$ cat config.mk
export PLATFORM = sky130hd
export DESIGN_NAME = mem_stack_sequencer_flat
export DESIGN_NICKNAME = d
export VERILOG_FILES = /design/src/rtl/mem_stack_sequencer_pkg.sv /design/src/rtl/mem_stack_sequencer_if.sv /design/src/rtl/mem_stack_sequencer_sp.sv /design/src/rtl/mem_stack_sequencer.sv /design/src/flat_wrapper.sv
export SDC_FILE = /design/constraint.sdc
export NUM_CORES = 1
export LEC_CHECK = 0
export ABC_CLOCK_PERIOD_IN_PS = 2800
export CAP_MARGIN = 25
export CORE_MARGIN = 2
export CORE_UTILIZATION = 40
export DETAILED_ROUTE_END_ITERATION = 12
export PLACE_DENSITY = 0.73
export SLEW_MARGIN = 40
export SYNTH_ARGS = -nofsm -noshare
export SYNTH_HDL_FRONTEND = slang
export SYNTH_SLANG_ARGS = --single-unit
$ cat constraint.sdc
create_clock -name clk -period 2.8 [get_ports clk]
set_input_delay 0.28 -clock clk [delete_from_list [all_inputs] [get_ports clk]]
set_output_delay 0.28 -clock clk [all_outputs]
set_load 0.01 [all_outputs]
$ cat src/rtl/mem_stack_sequencer_pkg.sv
// Package for the MEM-stage stack sequencer.
// Holds the command opcode encodings, the FSM state encodings, the default
// stack-pointer constants and a helper that gives the word count of each op.
package mem_seq_pkg;

  typedef enum logic [2:0] {
    OP_LDST = 3'd0,
    OP_PUSH = 3'd1,
    OP_POP  = 3'd2,
    OP_CALL = 3'd3,
    OP_RET  = 3'd4,
    OP_INT  = 3'd5,
    OP_RTI  = 3'd6,
    OP_RSVD = 3'd7
  } op_e;

  typedef enum logic [1:0] {
    S_IDLE = 2'd0,
    S_W2   = 2'd1,
    S_W3   = 2'd2
  } state_e;

  localparam logic [31:0] SP_RESET_DEF    = 32'h000F_FFFF;
  localparam logic [31:0] STACK_LIMIT_DEF = 32'h000F_F000;

  // Number of memory words an op moves; single-word and no-op commands
  // report 1 so that their only cycle counts as the final one.
  function automatic logic [1:0] op_words(op_e op);
    case (op)
      OP_CALL, OP_RET: return 2'd2;
      OP_INT,  OP_RTI: return 2'd3;
      default:         return 2'd1;
    endcase
  endfunction

endpackage

$ cat src/rtl/mem_stack_sequencer_if.sv
// Data-memory port bundle for the MEM stage.
//   mem_addr  : word address
//   mem_wdata : write data
//   mem_mr    : read enable
//   mem_mw    : write enable
//   mem_rdata : combinational read data from the memory
// master = sequencer side, slave = memory side.
interface mem_stack_sequencer_if #(
  parameter int ADDR_W = 32,
  parameter int DATA_W = 16
);
  logic [ADDR_W-1:0] mem_addr;
  logic [DATA_W-1:0] mem_wdata;
  logic              mem_mr;
  logic              mem_mw;
  logic [DATA_W-1:0] mem_rdata;

  modport master (
    output mem_addr, mem_wdata, mem_mr, mem_mw,
    input  mem_rdata
  );

  modport slave (
    input  mem_addr, mem_wdata, mem_mr, mem_mw,
    output mem_rdata
  );
endinterface

$ cat src/rtl/mem_stack_sequencer_sp.sv
// Stack pointer register for the MEM-stage sequencer.
// Ports:
//   clk, rst_n : clock, asynchronous active-low reset (SP <= SP_RESET)
//   push, pop  : one-cycle strobes; push decrements SP, pop increments it
//   sp         : current SP (address of the next push)
//   sp_inc     : SP+1 (address of the next pop)
//   full       : SP below the lowest legal push address
//   empty      : SP at its reset value, nothing to pop
module stack_pointer_unit
  import mem_seq_pkg::*;
#(
  parameter int                ADDR_W      = 32,
  parameter logic [ADDR_W-1:0] SP_RESET    = SP_RESET_DEF[ADDR_W-1:0],
  parameter logic [ADDR_W-1:0] STACK_LIMIT = STACK_LIMIT_DEF[ADDR_W-1:0]
) (
  input  logic              clk,
  input  logic              rst_n,
  input  logic              push,
  input  logic              pop,
  output logic [ADDR_W-1:0] sp,
  output logic [ADDR_W-1:0] sp_inc,
  output logic              full,
  output logic              empty
);

  // Arithmetic wraps modulo 2^ADDR_W; only a mis-set parameter reaches it.
  assign sp_inc = sp + ADDR_W'(1);
  assign full   = (sp < STACK_LIMIT);
  assign empty  = (sp == SP_RESET);

  always_ff @(posedge clk or negedge rst_n) begin
    if (!rst_n) begin
      sp <= SP_RESET;
    end else if (push) begin
      sp <= sp - ADDR_W'(1);
    end else if (pop) begin
      sp <= sp_inc;
    end
  end

endmodule

$ cat src/rtl/mem_stack_sequencer.sv
// MEM-stage data-memory sequencer.
// Owns the single data-memory port: passes LDST and single-word PUSH/POP
// straight through and expands CALL/INT (pushes) and RET/RTI (pops) into
// multi-word sequences, stalling the upstream pipeline meanwhile.
// Ports:
//   clk, rst_n          : clock, asynchronous active-low reset
//   cmd_valid, cmd_op   : command from EX/MEM (op 7 is a no-op)
//   req_addr/wdata/mr/mw: load/store request, req_wdata also feeds PUSH
//   pc_in, flags_in     : return PC and flags captured on CALL/INT
//   bus                 : data-memory port (master side)
//   stall               : combinational hold for IF..EX/MEM
//   pop_data            : read data, same cycle as the read
//   pc_out/pc_valid     : reassembled return PC, one-cycle pulse
//   flags_out/flags_valid: restored flags, pulse alongside pc_valid
//   sp_out              : current stack pointer
//   stack_err           : sticky overflow/underflow flag
module mem_stack_sequencer
  import mem_seq_pkg::*;
#(
  parameter int                ADDR_W      = 32,
  parameter int                DATA_W      = 16,
  parameter logic [ADDR_W-1:0] SP_RESET    = SP_RESET_DEF[ADDR_W-1:0],
  parameter logic [ADDR_W-1:0] STACK_LIMIT = STACK_LIMIT_DEF[ADDR_W-1:0]
) (
  input  logic                  clk,
  input  logic                  rst_n,
  input  logic                  cmd_valid,
  input  logic [2:0]            cmd_op,
  input  logic [ADDR_W-1:0]     req_addr,
  input  logic [DATA_W-1:0]     req_wdata,
  input  logic                  req_mr,
  input  logic                  req_mw,
  input  logic [31:0]           pc_in,
  input  logic [2:0]            flags_in,
  mem_stack_sequencer_if.master bus,
  output logic                  stall,
  output logic [DATA_W-1:0]     pop_data,
  output logic [31:0]           pc_out,
  output logic                  pc_valid,
  output logic [2:0]            flags_out,
  output logic                  flags_valid,
  output logic [ADDR_W-1:0]     sp_out,
  output logic                  stack_err
);

  state_e            state;
  op_e               op_p1;
  logic [31:0]       pc_p1;
  logic [2:0]        flags_p1;
  logic [DATA_W-1:0] lo_p1;

  op_e               op_cur;
  logic [1:0]        word;
  logic              active;
  logic [31:0]       pc_cur;
  logic [2:0]        flags_cur;
  logic              push_req;
  logic              pop_req;
  logic [DATA_W-1:0] push_word;
  logic              last;
  logic              err;
  logic              do_push;
  logic              do_pop;
  logic              ldst;

  logic [ADDR_W-1:0] sp;
  logic [ADDR_W-1:0] sp_inc;
  logic              full;
  logic              empty;

  stack_pointer_unit #(
    .ADDR_W      (ADDR_W),
    .SP_RESET    (SP_RESET),
    .STACK_LIMIT (STACK_LIMIT)
  ) u_sp (
    .clk    (clk),
    .rst_n  (rst_n),
    .push   (do_push),
    .pop    (do_pop),
    .sp     (sp),
    .sp_inc (sp_inc),
    .full   (full),
    .empty  (empty)
  );

  // Word decode: word 1 runs from the live inputs in S_IDLE, later words
  // from the copies captured in word 1. Gated by rst_n so an asserted reset
  // drops every enable at once, even with cmd_valid still high.
  always_comb begin
    op_cur    = OP_RSVD;
    word      = 2'd0;
    active    = 1'b0;
    pc_cur    = pc_p1;
    flags_cur = flags_p1;
    if (rst_n) begin
      case (state)
        S_IDLE: begin
          if (cmd_valid) begin
            active    = 1'b1;
            op_cur    = op_e'(cmd_op);
            word      = 2'd1;
            pc_cur    = pc_in;
            flags_cur = flags_in;
          end
        end
        S_W2: begin
          active = 1'b1;
          op_cur = op_p1;
          word   = 2'd2;
        end
        S_W3: begin
          active = 1'b1;
          op_cur = op_p1;
          word   = 2'd3;
        end
        default: ;
      endcase
    end
  end

  always_comb begin
    push_req  = 1'b0;
    pop_req   = 1'b0;
    push_word = req_wdata;
    case (op_cur)
      OP_PUSH: push_req = active;
      OP_POP:  pop_req  = active;
      OP_CALL: begin
        push_req  = active;
        push_word = (word == 2'd1) ? DATA_W'(pc_cur[31:16]) : DATA_W'(pc_cur[15:0]);
      end
      OP_INT: begin
        push_req = active;
        case (word)
          2'd1:    push_word = DATA_W'(pc_cur[31:16]);
          2'd2:    push_word = DATA_W'(pc_cur[15:0]);
          default: push_word = DATA_W'(flags_cur);
        endcase
      end
      OP_RET, OP_RTI: pop_req = active;
      default: ;
    endcase
  end

  assign last    = (word == op_words(op_cur));
  // An offending word is dropped entirely and ends the sequence.
  assign err     = (push_req & full) | (pop_req & empty);
  assign do_push = push_req & ~err;
  assign do_pop  = pop_req & ~err;
  assign ldst    = active & (op_cur == OP_LDST);

  assign bus.mem_addr  = do_push ? sp : (do_pop ? sp_inc : req_addr);
  assign bus.mem_wdata = do_push ? push_word : req_wdata;
  assign bus.mem_mw    = do_push | (ldst & req_mw);
  assign bus.mem_mr    = do_pop | (ldst & req_mr);

  assign stall    = active & ~last & ~err;
  assign pop_data = bus.mem_rdata;
  assign sp_out   = sp;

  always_ff @(posedge clk or negedge rst_n) begin
    if (!rst_n) begin
      state       <= S_IDLE;
      op_p1       <= OP_LDST;
      pc_p1       <= '0;
      flags_p1    <= '0;
      lo_p1       <= '0;
      pc_out      <= '0;
      pc_valid    <= 1'b0;
      flags_out   <= '0;
      flags_valid <= 1'b0;
      stack_err   <= 1'b0;
    end else begin
      pc_valid    <= 1'b0;
      flags_valid <= 1'b0;
      if (err) begin
        stack_err <= 1'b1;
      end
      if ((state == S_IDLE) && cmd_valid) begin
        op_p1    <= op_e'(cmd_op);
        pc_p1    <= pc_in;
        flags_p1 <= flags_in;
      end
      // Popped words: low PC half parks in lo_p1 until the high half arrives.
      if (do_pop) begin
        case (op_cur)
          OP_RET: begin
            if (word == 2'd1) begin
              lo_p1 <= bus.mem_rdata;
            end else begin
              pc_out   <= {bus.mem_rdata, lo_p1};
              pc_valid <= 1'b1;
            end
          end
          OP_RTI: begin
            case (word)
              2'd1: flags_out <= bus.mem_rdata[2:0];
              2'd2: lo_p1 <= bus.mem_rdata;
              default: begin
                pc_out      <= {bus.mem_rdata, lo_p1};
                pc_valid    <= 1'b1;
                flags_valid <= 1'b1;
              end
            endcase
          end
          default: ;
        endcase
      end
      if (active && !err && !last) begin
        state <= (word == 2'd1) ? S_W2 : S_W3;
      end else begin
        state <= S_IDLE;
      end
    end
  end

endmodule

$ cat src/flat_wrapper.sv
// flat-port wrapper written by rule: the top's interface ports become plain ports
module mem_stack_sequencer_flat import mem_seq_pkg::*;
#(
  parameter int                ADDR_W      = 32,
  parameter int                DATA_W      = 16,
  parameter logic [ADDR_W-1:0] SP_RESET    = SP_RESET_DEF[ADDR_W-1:0],
  parameter logic [ADDR_W-1:0] STACK_LIMIT = STACK_LIMIT_DEF[ADDR_W-1:0]
)
  (clk, rst_n, cmd_valid, cmd_op, req_addr, req_wdata, req_mr, req_mw, pc_in, flags_in, stall, pop_data, pc_out, pc_valid, flags_out, flags_valid, sp_out, stack_err, bus_mem_addr, bus_mem_wdata, bus_mem_mr, bus_mem_mw, bus_mem_rdata);
  mem_stack_sequencer_if #(.ADDR_W(ADDR_W), .DATA_W(DATA_W)) bus_i ();
  input  logic clk;
  input  logic rst_n;
  input  logic cmd_valid;
  input  logic [2:0] cmd_op;
  input  logic [ADDR_W-1:0] req_addr;
  input  logic [DATA_W-1:0] req_wdata;
  input  logic req_mr;
  input  logic req_mw;
  input  logic [31:0] pc_in;
  input  logic [2:0] flags_in;
  output logic stall;
  output logic [DATA_W-1:0] pop_data;
  output logic [31:0] pc_out;
  output logic pc_valid;
  output logic [2:0] flags_out;
  output logic flags_valid;
  output logic [ADDR_W-1:0] sp_out;
  output logic stack_err;
  output wire logic [$bits(bus_i.mem_addr)-1:0] bus_mem_addr;
  output wire logic [$bits(bus_i.mem_wdata)-1:0] bus_mem_wdata;
  output wire logic [$bits(bus_i.mem_mr)-1:0] bus_mem_mr;
  output wire logic [$bits(bus_i.mem_mw)-1:0] bus_mem_mw;
  input wire logic [$bits(bus_i.mem_rdata)-1:0] bus_mem_rdata;
  assign bus_mem_addr = bus_i.mem_addr;
  assign bus_mem_wdata = bus_i.mem_wdata;
  assign bus_mem_mr = bus_i.mem_mr;
  assign bus_mem_mw = bus_i.mem_mw;
  assign bus_i.mem_rdata = bus_mem_rdata;
  mem_stack_sequencer #(.ADDR_W(ADDR_W), .DATA_W(DATA_W), .SP_RESET(SP_RESET), .STACK_LIMIT(STACK_LIMIT)) u_core (.clk(clk), .rst_n(rst_n), .cmd_valid(cmd_valid), .cmd_op(cmd_op), .req_addr(req_addr), .req_wdata(req_wdata), .req_mr(req_mr), .req_mw(req_mw), .pc_in(pc_in), .flags_in(flags_in), .bus(bus_i), .stall(stall), .pop_data(pop_data), .pc_out(pc_out), .pc_valid(pc_valid), .flags_out(flags_out), .flags_valid(flags_valid), .sp_out(sp_out), .stack_err(stack_err));
endmodule
==> run summary <==
====================================================================================
First-pass iteration count of the detailed router                                  6
Hold violation count in the final report                                           0
Slowest cell delay on critical path                                          0.41 ns
Path class of the lowest-slack min-delay path                           flip-flop to flip-flop
Metal1 wirelength                                                            12.4 mm
Number of library cell types mapped by synthesis                                  75
Post-route DRC                                                                     0
Port bufs                                                                        243
Wire length on met3                                                          2.66 mm
Avg Synthesized Cell Area                                                  10.2 um^2
Final worst-path cycle share                                                    123%
DP HPWL                                                                      19.1 mm
Critical register-to-register path startpoint                           u_core.state[1]
# fillers                                                                       1369
Max-slew violation count                                                           0
Kind of end point of the critical path                                   output port
Clock slew seen by the registers of the worst setup and hold paths           0.06 ns
WL per Instance                                                              21.6 um
Routed via count divided by cell count                                          5.76
Global-route wire length before repair                                       45.4 mm
Total clock buffers created by CTS                                                17
Cell row count                                                                    51
Initial standard-cell utilization of the core                                  40.6%
Count of vias placed by the detailed router                                     8466
Power Total                                                                 0.0128 W
Violated checks                                                         negative setup slack
Nets                                                                            1307
Via count of the first global-routing pass                                      8339
Number of antenna violations at the first check in global routing                  0
Vertical die dimension                                                        144 um
Antenna violation net count after detailed routing                                 0
Pwr/cell area                                                            914 nW/um^2
Highest Clock Rate                                                         0.291 GHz
Final routed wirelength across all metal layers                              31.7 mm
First element of the critical path                                      u_core.state[1]
Die width                                                                     144 um
Global-route usage over all layers                                             28.2%
Highest metal layer used by the detailed router                                 met4
Syn nets                                                                         888
Crit path kind                                                          flip-flop to output port
Pin count of the biggest net entering global routing                              78
Run status                                                              finished, violations left
Worst-skew pair later-pin latency                                            0.42 ns
Slew HR                                                                        68.8%
Final Worst Setup Slack                                                    -0.632 ns
Maximum Capacitance Violations                                                     0
Proportion of synthesized chip area in sequential cells                        40.3%
Diodes inserted                                                                    0
Synthesized instance count                                                       775
Routability congestion estimate                                                0.895
Critical hold path startpoint                                           u_core.stack_err
Number of buffers on the longest clock path                                        2
Number of enable-type register cells in the synthesized netlist                    0
LEAKAGE                                                                      6.14 nW
Setup repair after global routing missed its margin                             true
Tightest Pin Transition                                                     0.468 ns
Met2 Wirelength                                                              15.5 mm
Num ports                                                                        244
Full die area                                                             20800 um^2
Final global-route overflow total                                                  0
Flip-flop cell with the highest count after synthesis                   sky130_fd_sc_hd__dfrtp_1
Final Util                                                                     72.4%
Slowest cell on the critical path                                       sky130_fd_sc_hd__dfrtp_1
WP data required                                                             2.52 ns
Crit start category                                                        flip-flop
Core Area                                                                 19400 um^2
H-Tree Depth                                                                       4
Layout overhead on the synthesized area                                        78.3%
Dominant cell type by count on the critical path                        sky130_fd_sc_hd__buf_12
Worst vdd ir                                                                0.607 mV
Post-route design area                                                    14100 um^2
Initial DRC Count                                                                829
# clock sinks                                                                    126
Final Critical Period                                                        3.43 ns
Area of placed instances                                                  11600 um^2
Share of flip-flops with an asynchronous set or reset after synthesis           100%
Warnings from Yosys                                                                0
Largest fanout on the critical path                                                7
Post-synthesis sequential element count                                          126
Worst path cell trace                                                   inv_2 > ha_4 > and2_4 > a2111oi_4 > a21boi_4 > buf_6 > a31oi_4 > buf_12 > buf_12 > buf_8 > and3_1 > a211o_1 > buf_2
Post-synth design cell area                                                7880 um^2
Worst Path Arrival                                                           3.15 ns
Worst clock skew                                                           0.0112 ns
Share of layout cells above drive strength 1                                   45.9%
TritonCTS clock tree                                                           built
Root buffer cell                                                        sky130_fd_sc_hd__clkbuf_16
Final Setup Violations                                                           117
====================================================================================
[final cells by class]
| type | instances | area (um^2) | share of cell area [%] |
|---|---|---|---|
| Timing Repair Buffer | 480 | 4650 | 33.1 |
| Multi-Input combinational cell | 556 | 5270 | 37.5 |
| Inverter | 13 | 48.8 | 0.347 |
| Sequential cell | 126 | 3180 | 22.6 |
| Clock buffer | 18 | 439 | 3.13 |
| Tap cell | 265 | 332 | 2.36 |
| Clock inverter | 13 | 129 | 0.917 |
[synthesized netlist by cell type (all sizes together) (7+ instances only)]
| cell | n | share of area, % |
|---|---|---|
| mux2 | 90 | 13 |
| a21oi | 23 | 1.5 |
| clkbuf | 35 | 1.7 |
| mux2i | 39 | 5.0 |
| dfstp | 20 | 6.7 |
| o22ai | 22 | 1.7 |
| dfrtp | 106 | 34 |
| nand3 | 26 | 1.7 |
| a211o | 7 | 0.78 |
| buf | 45 | 3.7 |
| nor4 | 15 | 1.3 |
| nand2 | 44 | 2.1 |
| inv | 13 | 0.62 |
| and3 | 22 | 1.7 |
| a221o | 8 | 1.0 |
| nor3 | 26 | 1.8 |
| xnor2 | 15 | 1.7 |
| a22o | 13 | 1.4 |
| nand4 | 15 | 1.2 |
| nor2 | 33 | 1.6 |
| o21ai | 30 | 1.9 |
| xor2 | 15 | 1.7 |
| or2 | 7 | 0.56 |
[state kept, by name, summed over array words and instances (netlist names), 2 cells and up]
signal / count
u_core.state: 2
u_core.flags_out: 3
u_core.pc_out: 32
u_core.op_p1: 3
u_core.pc_p1: 32
u_core.flags_p1: 3
u_core.lo_p1: 16
u_core.u_sp.sp: 32
[cell families (layout without fill, tap and decap cells)]
| family | count (synthesis) | count (layout) | synth area share, % |
|---|---|---|---|
| simple gates | 219 | 219 | 14.8 |
| compound gates | 172 | 172 | 16.3 |
| mux | 129 | 129 | 18.3 |
| flops | 126 | 126 | 40.3 |
| buf+inv | 93 | 524 | 5.99 |
| xor+xnor | 30 | 30 | 3.33 |
| fa+ha+maj | 6 | 6 | 0.953 |
[metrics by stage]
step	hold slack [ns]	TNS [ns]	std cells	setup WS (ns)
after floorplan	-0.0156	-0.616	775	-0.0580
after global placement	0.299	-46.66	1354	-0.619
after detailed placement	0.300	-50.77	1354	-0.627
after CTS	0.475	-45.14	1451	-0.528
after global routing	0.509	-57.85	1471	-0.746
final	0.496	-46.42	1471	-0.632
[critical path: cells and delay by family, from the launching register on]
family | cells | cell delay (ns)
AO/OA/AOI/OAI | 4 | 0.97
buffers and inverters | 6 | 0.76
flip-flops | 1 | 0.41
AND/OR/NAND/NOR | 2 | 0.33
adder cells (fa/ha/maj) | 1 | 0.28
[cell usage in the layout (no fill, tap or decap), types with 6 or more instances in the layout]
| cell | n |
|---|---|
| sky130_fd_sc_hd__buf_4 | 163 |
| sky130_fd_sc_hd__buf_12 | 20 |
| sky130_fd_sc_hd__buf_8 | 6 |
| sky130_fd_sc_hd__nand2_1 | 41 |
| sky130_fd_sc_hd__o21ai_0 | 15 |
| sky130_fd_sc_hd__nor3_1 | 17 |
| sky130_fd_sc_hd__buf_6 | 46 |
| sky130_fd_sc_hd__xor2_1 | 14 |
| sky130_fd_sc_hd__buf_2 | 42 |
| sky130_fd_sc_hd__nor2_1 | 28 |
| sky130_fd_sc_hd__mux2i_1 | 39 |
| sky130_fd_sc_hd__xnor2_1 | 15 |
| sky130_fd_sc_hd__nor4_1 | 6 |
| sky130_fd_sc_hd__o22ai_2 | 13 |
| sky130_fd_sc_hd__buf_16 | 6 |
| sky130_fd_sc_hd__clkdlybuf4s50_1 | 191 |
| sky130_fd_sc_hd__and3_1 | 19 |
| sky130_fd_sc_hd__inv_1 | 11 |
| sky130_fd_sc_hd__mux2_4 | 42 |
| sky130_fd_sc_hd__dfstp_2 | 20 |
| sky130_fd_sc_hd__o21ai_1 | 9 |
| sky130_fd_sc_hd__and4_1 | 6 |
| sky130_fd_sc_hd__nand3_1 | 18 |
| sky130_fd_sc_hd__dfrtp_1 | 106 |
| sky130_fd_sc_hd__clkbuf_16 | 22 |
| sky130_fd_sc_hd__nor3_2 | 7 |
| sky130_fd_sc_hd__a22o_1 | 13 |
| sky130_fd_sc_hd__a211o_1 | 6 |
| sky130_fd_sc_hd__mux2_2 | 48 |
| sky130_fd_sc_hd__nand4_1 | 15 |
| sky130_fd_sc_hd__a21oi_1 | 15 |
[report_power, final]
| group | internal (W) | switching [W] |
|---|---|---|
| clock | 0.00126 | 0.000898 |
| sequential | 0.00254 | 0.000378 |
| combinational | 0.00423 | 0.00354 |
| total | 0.00802 | 0.00482 |
[what timing repair did]
item	CTS	global route
hold endpoints to repair	22	0
hold buffers	1	0
setup endpoints to repair	118	131
gates resized for setup	365	104
buffers inserted	59	24
pin swaps	55	49
cloned	8	4
[routing by layer]
metal / vias up / global-route usage [%]
li1: 3752 / -
met3: 96 / 8.48
met5: - / 0
met1: 4177 / 35.1
met2: 441 / 46.4
met4: 0 / 10.3
[path summary, 6_finish.rpt]
kind	end	slack (ns)	cells after the start
worst max-delay path	bus_mem_addr[19]	-0.63	13
worst min-delay path	u_core.stack_err	0.50	1
worst max register to register	u_core.pc_out[31]	-0.48	15
worst min register to register	u_core.stack_err	0.50	1
max in group asynchronous	u_core.u_sp.sp[18]	1.28	5
min in group asynchronous	u_core.pc_p1[3]	0.60	3
(Power assumes the default switching activity.)
